===== src/rtl/pi_so_shift_tx_pkg.sv =====
// Shared link definitions for the PISO transmitter and its SI/PO receiver peer.
// State encodings are fixed so waveforms line up with the receiver-side tooling.
package pi_so_shift_tx_pkg;

  localparam int LINK_W = 8;

  typedef enum logic [1:0] {
    ST_IDLE  = 2'd0,
    ST_SHIFT = 2'd1,
    ST_LATCH = 2'd2
  } state_e;

endpackage


===== src/rtl/pi_so_shift_tx_bit_cnt.sv =====
// Bit counter for the serialiser: sync clear wins over enable, holds at WIDTH-1 (tc).
// Latency: cnt/tc update one clk after clr/en; no backpressure.
module pi_so_shift_tx_bit_cnt #(
  parameter int WIDTH = 8,
  parameter int CW    = $clog2(WIDTH)
) (
  input  logic          clk,
  input  logic          rst,
  input  logic          clr,
  input  logic          en,
  output logic [CW-1:0] cnt,
  output logic          tc
);

  assign tc = (cnt == CW'(WIDTH - 1));

  always_ff @(posedge clk or posedge rst) begin
    if (rst) begin
      cnt <= '0;
    end else if (clr) begin
      cnt <= '0;
    end else if (en && !tc) begin
      cnt <= cnt + 1'b1;
    end
  end

endmodule


===== src/rtl/pi_so_shift_tx.sv =====
// Parallel-in serial-out link transmitter: bit i of an accepted word is on SO i+1 clks after acceptance,
// latch strobes WIDTH+1 clks after; ready only in IDLE/LATCH, load while busy is dropped.
module pi_so_shift_tx
  import pi_so_shift_tx_pkg::*;
#(
  parameter int WIDTH     = LINK_W,
  parameter bit MSB_FIRST = 1'b1
) (
  input  logic             clk,
  input  logic             rst,
  input  logic             load,
  input  logic [WIDTH-1:0] din,
  output logic             ready,
  output logic             SO,
  output logic             so_valid,
  output logic             latch,
  output logic             busy
);

  localparam int CW = $clog2(WIDTH);

  state_e            state, state_nxt;
  logic [WIDTH-1:0]  shreg, shreg_nxt;
  logic              accept;
  logic              cnt_en;
  logic              tc;
  logic              head_nxt;
  logic [CW-1:0]     cnt;

  assign ready = (state == ST_IDLE) || (state == ST_LATCH);
  assign busy  = (state != ST_IDLE);

  pi_so_shift_tx_bit_cnt #(
    .WIDTH (WIDTH),
    .CW    (CW)
  ) u_bit_cnt (
    .clk (clk),
    .rst (rst),
    .clr (accept),
    .en  (cnt_en),
    .cnt (cnt),
    .tc  (tc)
  );

  always_comb begin
    state_nxt = state;
    shreg_nxt = shreg;
    accept    = 1'b0;
    cnt_en    = 1'b0;
    case (state)
      ST_IDLE: begin
        accept = load;
      end
      ST_SHIFT: begin
        cnt_en = 1'b1;
        if (MSB_FIRST) shreg_nxt = {shreg[WIDTH-2:0], 1'b0};
        else           shreg_nxt = {1'b0, shreg[WIDTH-1:1]};
        if (tc) state_nxt = ST_LATCH;
      end
      ST_LATCH: begin
        accept    = load;
        state_nxt = ST_IDLE;
      end
      default: state_nxt = ST_IDLE;
    endcase
    if (accept) begin
      state_nxt = ST_SHIFT;
      shreg_nxt = din;
    end
  end

  // Outputs are computed from next state so SO/latch come straight off flops.
  assign head_nxt = MSB_FIRST ? shreg_nxt[WIDTH-1] : shreg_nxt[0];

  always_ff @(posedge clk or posedge rst) begin
    if (rst) begin
      state    <= ST_IDLE;
      shreg    <= '0;
      SO       <= 1'b0;
      so_valid <= 1'b0;
      latch    <= 1'b0;
    end else begin
      state    <= state_nxt;
      shreg    <= shreg_nxt;
      so_valid <= (state_nxt == ST_SHIFT);
      SO       <= (state_nxt == ST_SHIFT) && head_nxt;
      latch    <= (state_nxt == ST_LATCH);
    end
  end

endmodule


===== config.mk =====
export PLATFORM = sky130hd
export DESIGN_NAME = pi_so_shift_tx
export DESIGN_NICKNAME = d
export VERILOG_FILES = /design/src/rtl/pi_so_shift_tx_pkg.sv /design/src/rtl/pi_so_shift_tx_bit_cnt.sv /design/src/rtl/pi_so_shift_tx.sv
export SDC_FILE = /design/constraint.sdc
export NUM_CORES = 1
export LEC_CHECK = 0
export ABC_AREA = 1
export CAP_MARGIN = 0
export CORE_ASPECT_RATIO = 1.1
export CORE_MARGIN = 10
export CORE_UTILIZATION = 25
export DETAILED_ROUTE_END_ITERATION = 6
export GPL_TIMING_DRIVEN = 1
export HOLD_SLACK_MARGIN = 0.15
export PLACE_DENSITY_LB_ADDON = 0.08
export SYNTH_ARGS = -nofsm -noshare
export SYNTH_HDL_FRONTEND = slang
export SYNTH_SLANG_ARGS = --single-unit

===== constraint.sdc =====
create_clock -name clk -period 1.9 [get_ports clk]
set_clock_uncertainty 0.2 [all_clocks]
set_input_delay 0.38 -clock clk [delete_from_list [all_inputs] [get_ports clk]]
set_output_delay 0.38 -clock clk [all_outputs]
set_load 0.03 [all_outputs]

Word level (Yosys, flattened, before mapping):

Cells that the tools add are included.

* add/subtract/negate cells: 1
* eq/ne operators: 5
* mux-type cells: 9
* reduce and logical (&&, ||, !) cells: 9

Operators with widths (number)
* $mux 8: 2
* $mux 3: 2
* $reduce_bool 2->1: 3
* $eq 2x1->1 const B: 2
* $eq 2x2->1 const B: 2
* $mux 2: 2
* $pmux 2 s2: 1
* $add 3x1->3 const B: 1
* $eq 3x3->1 const B: 1
* $logic_and 1x1->1: 2
* $logic_not 2->1: 1
* $mux 1: 2
* $reduce_or 2->1: 1
* $logic_not 1->1: 1
* $logic_or 1x1->1: 1

* bits in registers: 16
* bits of input ports: 11
* word-level logic and storage cells: 31

Depth between registers and ports, before layout:

Gate-level depths: netlist of run 1.

* depth after elaboration: 6
* depth in mapped cells: 6
* gate-level depth less buffers: 6

By module:

Synthesis of run 1 repeated with hierarchy kept, for this count alone.

* cell total of the unflattened synthesis: 95
* area total of the unflattened synthesis: 772.0 sq um

By module, submodules not included
* pi_so_shift_tx: instances 1, cells each 74, area each 601.8 sq um, seq. area each 300.3 sq um
* pi_so_shift_tx_bit_cnt: instances 1, cells each 21, area each 170.2 sq um, seq. area each 75.1 sq um

Least setup slack after synthesis of run 1:

No wires, ideal clock.

* path type: flip-flop to flip-flop
* start point: register u_bit_cnt.cnt[0]
* end point: register u_bit_cnt.cnt[2]
* setup time: 116 ps
* arrival: 1077 ps
* slack: 506 ps
* stages on the path, launching flop included: 7
* path buffers: 0
* period minus slack after synthesis: 1394 ps
* path through: dfrtp_1 > ha_1 > ha_1 > nor2_4 > nor2_4 > nand2_1 > nand2_1

* cells in the longest elaborated chain, start to end: 4
* elaborated cells between the ends (all ways): 7

RTL lines
* start: declaration: RTL line pi_so_shift_tx_bit_cnt.sv:11 `output logic [CW-1:0] cnt,`
* start signal: assignment: RTL line pi_so_shift_tx_bit_cnt.sv:23 `cnt <= cnt + 1'b1;`
* parallel branches: the longest is 4 deep, another holds $add 3x1->3

Parallel ways; which one is timed is not known. The select of a mux whose other input is x is not followed.
A chain may end at the register's enable or synchronous reset.

Worst setup path after layout of run 1:

* start point: register so_valid
* end point: output so_valid

RTL lines
* start: declaration: RTL line pi_so_shift_tx.sv:15 `output logic so_valid,`
* start signal: assignment: RTL line pi_so_shift_tx.sv:85 `so_valid <= (state_nxt == ST_SHIFT);`

No word-level cell between the ends.

==> flow_summary.toml, run 1 <==
[critical_path]
path_class = "flop to primary output"
cp_cell_sequence = "clkdlybuf4s50_1"
arrival_ps = 1260
cp-end-kind = "primary output"
critPathMaxFanout = 1
crit_required_ps = 1320
crit_buf_inv = 1
cp_top_family = "buffers and inverters"
max_stage_delay_ps = 660
r2r_slack_ps = 410
critPathLaunchType = "flop"
crit_cells = 1
critPathSlowestCell = "clkdlybuf4s50_1"
rr_worst_depth = 6

[synthesis]
yosysMostFrequentCell = "nand2_1"
synth-simple-area-share_pct = 31.4
synth_edf_count = 0
yosysSeqAreaShare_pct = 57.5
synthTopCellsByArea = "dfrtp_1 57%, nand2_1 17%, nand3_1 6.5%"
syn_nets = 91
postSynth.asyncResetShare_pct = 100
syn_area_per_cell_sq_um = 8.93
ys.flop_type = "dfrtp_1"
synth_adder_area_share_pct = 3.59
syn-cell-area_sq_um = 697
ys_types = 13
synth_compound_area_share_pct = 2.69
synth_top_family_by_area = "simple AND/OR/NAND/NOR gates"
muxShareOfSynthArea_pct = 0
yosysTopAreaCell = "dfrtp_1"
ys_seq_elements = 16
yosysWarnings = 0
synth_xor_area_share_pct = 0
synth_common_cells = "31 x nand2_1, 16 x dfrtp_1, 9 x nand3_1"
synth_top_area_share_pct = 57.5
syn_inst = 78

[clocking]
clock_latency_ps = 270
clockBufferDepth = 2
cts_tree = "done"
cts-root-buf = "clkbuf_4"
clock-sinks = 16
htreeDepth = 1
ctsHoldBuffers = 0
cts_made_buffers = 3
cts.reportedPaths.clkPinSlew_ps = 90

[drt]
viasPerCell = 4.05
drt_iter0_drc = 15
wl_mm = 1.39
ant_nets = 0
drcViolationCount = 0
routedWlPerCell_um = 10.7
num_vias = 527
drt_first_pass_iters = 4

[floorplanning]
start_util_pct = 25.6
core-area_sq_mm = 0.00273
num_rows = 20
dieArea_sq_mm = 0.00530
fp.dieH_um = 75.4
ioPinCount = 16
fp.dieW_um = 70.3

[sta]
tightest_slew_ps = 311
maxSlewViolCount = 0
finalCritPeriodShare_pct = 97.0
finalHoldViolCount = 0
setup_viol = 0
fmax_mhz = 543
timing.setup.tns_ps = 0
slew_headroom_pct = 79.2
layout_setup_ws_ps = 56.8
layout_min_cycle_time_ps = 1840
rsz0062_at_grt = "no"
whs_ps = 197

[global_routing]
use_met3_pct = 2.47
grtUsageMet2_pct = 8.68
grt_use_met1_pct = 5.94
busiest_layer = "met2"
grt_use_total_pct = 5.47
overflow = 0
antenna_found_initial = 0
grt_max_degree = 17
grt_pass1_wl_mm = 2.31
grt_pass1_vias = 539

[place]
dp_slack_ps = 152
dp_hpwl_mm = 1.06
globalplace.congestion = 0.686
portBuffers = 15

[run_status]
status = "finished, final reports clean"

[power]
power_density_mw_per_mm2 = 1460
totalPowerFinal_w = 0.00133
p_leak_nw = 0.461
max-vdd-ir-drop_v = 0.000517

[layout]
syn2layout_area_growth_pct = 31.4
utilization_pct = 33.6
diodes = 0
final_nets = 112
drive_above_1_share_pct = 12.4

[job]
maxCapViolCount = 0

[worst_hold_path]
hp-class = "input pin to asynchronous set/reset pin"
## area by class of cell
type                            count  area (sq um)
Timing Repair Buffer               16           155
Tap cell                           33          41.3
Multi-Input combinational cell     53           263
Fill cell                         298          1810
Inverter                            9          33.8
Sequential cell                    16           400
Clock buffer                        3          22.5
## power by group
group / internal (W) / total (W) / switching [W]
Clock: 0.0000733 / 0.000169 / 0.0000959
Sequential: 0.000485 / 0.000552 / 0.0000679
Combinational: 0.000228 / 0.000613 / 0.000385
## flip-flops by register name (all words and copies together) (netlist names)
name           flops
shreg              8
so_valid           1
u_bit_cnt.cnt      3
SO                 1
state              2
latch              1
## path summary, 6_finish.rpt
| path | from | to |
|---|---|---|
| setup reg to reg | u_bit_cnt.cnt[0]$_DFFE_PP0P_ | u_bit_cnt.cnt[1]$_DFFE_PP0P_ |
| max in group asynchronous | rst | u_bit_cnt.cnt[1]$_DFFE_PP0P_ |
| setup / recovery | so_valid$_DFF_PP0_ | so_valid |
| hold reg to reg | u_bit_cnt.cnt[1]$_DFFE_PP0P_ | u_bit_cnt.cnt[1]$_DFFE_PP0P_ |
| hold / removal | rst | shreg[3]$_DFFE_PP0P_ |
| min in group clk | u_bit_cnt.cnt[1]$_DFFE_PP0P_ | u_bit_cnt.cnt[1]$_DFFE_PP0P_ |
## metrics by stage
stage          instance area (sq um)  cells
2_1_floorplan                    697     78
3_3_place_gp                     896    127
3_5_place_dp                     896    127
4_1_cts                          916    130
5_1_grt                          916    130
6_report                         916    130
## what timing repair did
item / in CTS / in global routing
buffers inserted: 0 / 0
endpoints found under the hold margin: 0 / 0
gates resized for setup: 2 / 0
setup endpoints to repair: 2 / 0
## layer usage
layer  vias to the layer above  routed length [um]
li1                        281                   -
met1                       231                 665
met2                        13                 596
met3                         2                 108
met4                         0                  13
met5                         -                   0
## placed cells by master (no fill, tap or decap)
cell and count:
clkbuf_4 3, dlygate4sd2_1 2, nor2_1 3, clkdlybuf4s50_1 13, or2_1 1, buf_4 1
dfrtp_1 16, ha_1 2, nand2_2 1, o21ai_2 1, o21ai_0 2, nand3_1 9
inv_2 3, nand2_4 1, inv_1 6, nor2_4 2, nand2_1 31
## cells by family (layout without fill, tap and decap cells)
kind of cell,Yosys count,after routing
AND/OR/NAND/NOR,48,48
buffers and inverters,9,28
AO/OA/AOI/OAI,3,3
flip-flops,16,16
adder cells (fa/ha/maj),2,2
Power figures use the tool's default switching activity.
==> run 2: changes to the inputs <==
--- a/config.mk
+++ b/config.mk
@@ -5,7 +5,6 @@
 export SDC_FILE = /design/constraint.sdc
 export NUM_CORES = 1
 export LEC_CHECK = 0
-export ABC_AREA = 1
 export CAP_MARGIN = 0
 export CORE_ASPECT_RATIO = 1.1
 export CORE_MARGIN = 10
==> run 2 against run 1 <==
Compared with the run above:
- global-route usage increased by 0.97 points
- first-iteration DRC count increased by 13%
- combinational power rose by 11%
- via count increased by 5.5%
- sequential power fell by 3%
- highest routed layer unchanged
- setup slack gained 88 ps
- non-clock buffer count up 5
==> flow_summary.toml, run 2 <==
[run_status]
status = "finished, final reports clean"

[layout]
fill_cells = 311
top_regs = "shreg x7, u_bit_cnt.cnt x3, state x2"
largest_register_ffs = 7
top_register = "shreg"
drive_above_1_share_pct = 18.9
syn2layout_area_growth_pct = 30.8
final_nets = 104
diodes = 0
layout_common_cells = "15 x dfrtp_1, 10 x clkdlybuf4s50_1, 7 x inv_1, 7 x a21oi_1"
mostFrequentLayoutCell = "dfrtp_1"

[clocking]
clock-sinks = 15
cts_setup_buffers = 0
cts_tree = "done"
cts_made_buffers = 3
clockBufferDepth = 2
cts.reportedPaths.clkPinSlew_ps = 90
clock_latency_ps = 280
htreeDepth = 1
ctsHoldBuffers = 0
cts-root-buf = "clkbuf_4"

[critical_path]
critPathMaxFanout = 3
cp_cell_sequence = "inv_1 -> dlygate4sd2_1"
crit_buf_inv = 2
path_class = "flop to primary output"
max_stage_delay_ps = 400
cp-end-kind = "primary output"
critPathLaunchType = "flop"
crit_required_ps = 1320
critPathSlowestCell = "dfrtp_1"
cp_top_family = "buffers and inverters"
arrival_ps = 1180

[sta]
finalHoldViolCount = 0
layout_min_cycle_time_ps = 1760
finalCritPeriodShare_pct = 92.4
timing.setup.tns_ps = 0
slew_headroom_pct = 78.6
whs_ps = 187
layout_setup_ws_ps = 144
tightest_slew_ps = 320
maxSlewViolCount = 0
setup_viol = 0
fmax_mhz = 570
rsz0062_at_grt = "no"

[global_routing]
grt_max_degree = 16
grt_use_total_pct = 6.44
antenna_found_initial = 0
grt_pass1_wl_mm = 2.90
overflow = 0
grt_pass1_vias = 652

[drt]
drcViolationCount = 0
num_vias = 556
routedWlPerCell_um = 12.7
viasPerCell = 4.52
drt_first_pass_iters = 3
wl_mm = 1.56
drt_iter0_drc = 17
ant_nets = 0

[synthesis]
synthTopCellsByArea = "dfrtp_1 51%, a21oi_1 4.8%, o22ai_1 4.3%"
yosysTopAreaCell = "dfrtp_1"
synth_common_cells = "15 x dfrtp_1, 7 x a21oi_1, 7 x inv_1"
syn_inst = 69
ys_types = 23
yosysMostFrequentCell = "dfrtp_1"
synth_top_area_share_pct = 51.0
synth_edf_count = 0
yosysSeqAreaShare_pct = 51.0
postSynth.asyncResetShare_pct = 100
syn-cell-area_sq_um = 736
ys_seq_elements = 15
yosysWarnings = 0
syn_nets = 82
ys.flop_type = "dfrtp_1"
syn_area_per_cell_sq_um = 10.7

[floorplanning]
dieArea_sq_mm = 0.00552
fp.dieW_um = 71.7
core-area_sq_mm = 0.00280
ioPinCount = 16
start_util_pct = 26.3
num_rows = 20
fp.dieH_um = 76.9

[power]
max-vdd-ir-drop_v = 0.000592
power_density_mw_per_mm2 = 1460
totalPowerFinal_w = 0.00140
p_leak_nw = 0.464

[place]
portBuffers = 15
globalplace.congestion = 0.666
dp_slack_ps = 56.2
dp_hpwl_mm = 1.20

[worst_hold_path]
hp-class = "input pin to asynchronous set/reset pin"

[job]
maxCapViolCount = 0
## run 2: cell count changes after synthesis, moves of 2 or more
| cell | previous run | this run |
|---|---|---|
| a211oi_1 | 0 | 2 |
| a21oi_1 | 0 | 7 |
| buf_4 | 0 | 2 |
| buf_6 | 0 | 2 |
| inv_2 | 3 | 0 |
| mux2i_1 | 0 | 2 |
| nand2_1 | 31 | 4 |
| nand3_1 | 9 | 6 |
| nor2b_1 | 0 | 2 |
| o22ai_1 | 0 | 5 |
## run 2: tightest hold or removal path: cells and delay by family
family,cells,cell delay [ps]
buffers and inverters,3,660
## run 2: worst paths after layout
path / cells past startpoint / slack (ps) / end / startpoint
max: 2 / 140 / ready / state[0]$_DFF_PP0_
max in group asynchronous: 3 / 1140 / state[1]$_DFF_PP0_ / rst
min reg2reg: 1 / 290 / u_bit_cnt.cnt[0]$_DFFE_PP0P_ / u_bit_cnt.cnt[0]$_DFFE_PP0P_
max reg2reg: 5 / 250 / u_bit_cnt.cnt[0]$_DFFE_PP0P_ / u_bit_cnt.cnt[0]$_DFFE_PP0P_
min in group clk: 1 / 290 / u_bit_cnt.cnt[0]$_DFFE_PP0P_ / u_bit_cnt.cnt[0]$_DFFE_PP0P_
min: 3 / 190 / so_valid$_DFF_PP0_ / rst
## run 2: per-layer routing
layer | GRT usage [%] | share of wire [%]
met1 | 6.76 | 47
met2 | 10.4 | 47
met3 | 3.22 | 4.2
met4 | 2.91 | 1.1
met5 | 0 | 0
## run 2: area by class of cell
class                           count  area (sq um)  area share, %
Clock buffer                        4          26.3           2.73
Inverter                            7          26.3           2.73
Multi-Input combinational cell     43           297           30.8
Sequential cell                    15           375           39.0
Tap cell                           33          41.3           4.29
Timing Repair Buffer               21           196           20.4
## run 2: kinds of logic (layout without fill, tap and decap cells)
logic type | after synthesis | after routing | share of synthesized area, %
adder cells (fa/ha/maj) | 2 | 2 | 3.40
buffers and inverters | 11 | 32 | 8.67
flip-flops | 15 | 15 | 51.0
multiplexers | 2 | 2 | 2.72
AND/OR/NAND/NOR | 20 | 20 | 15.6
AO/OA/AOI/OAI | 19 | 19 | 18.5
## run 2: power by group
part | switching (W) | internal (W)
Combinational | 0.000374 | 0.000306
Sequential | 0.0000802 | 0.000458
Clock | 0.000103 | 0.0000815
Total | 0.000557 | 0.000846
## run 2: through the flow
| step | util [%] | instances | cell area (sq um) |
|---|---|---|---|
| floorplan | - | 69 | 736 |
| global placement | 33.3 | 119 | 935 |
| detailed placement | 33.3 | 119 | 935 |
| CTS | 34.3 | 123 | 961 |
| global route | 34.3 | 123 | 962 |
| finish | 34.3 | 123 | 962 |
## run 2: repair_timing
item	CTS	global route
pin swaps	0	0
gates resized for setup	4	5
setup endpoints to repair	2	4
hold endpoints to repair	0	0
gates cloned	0	0
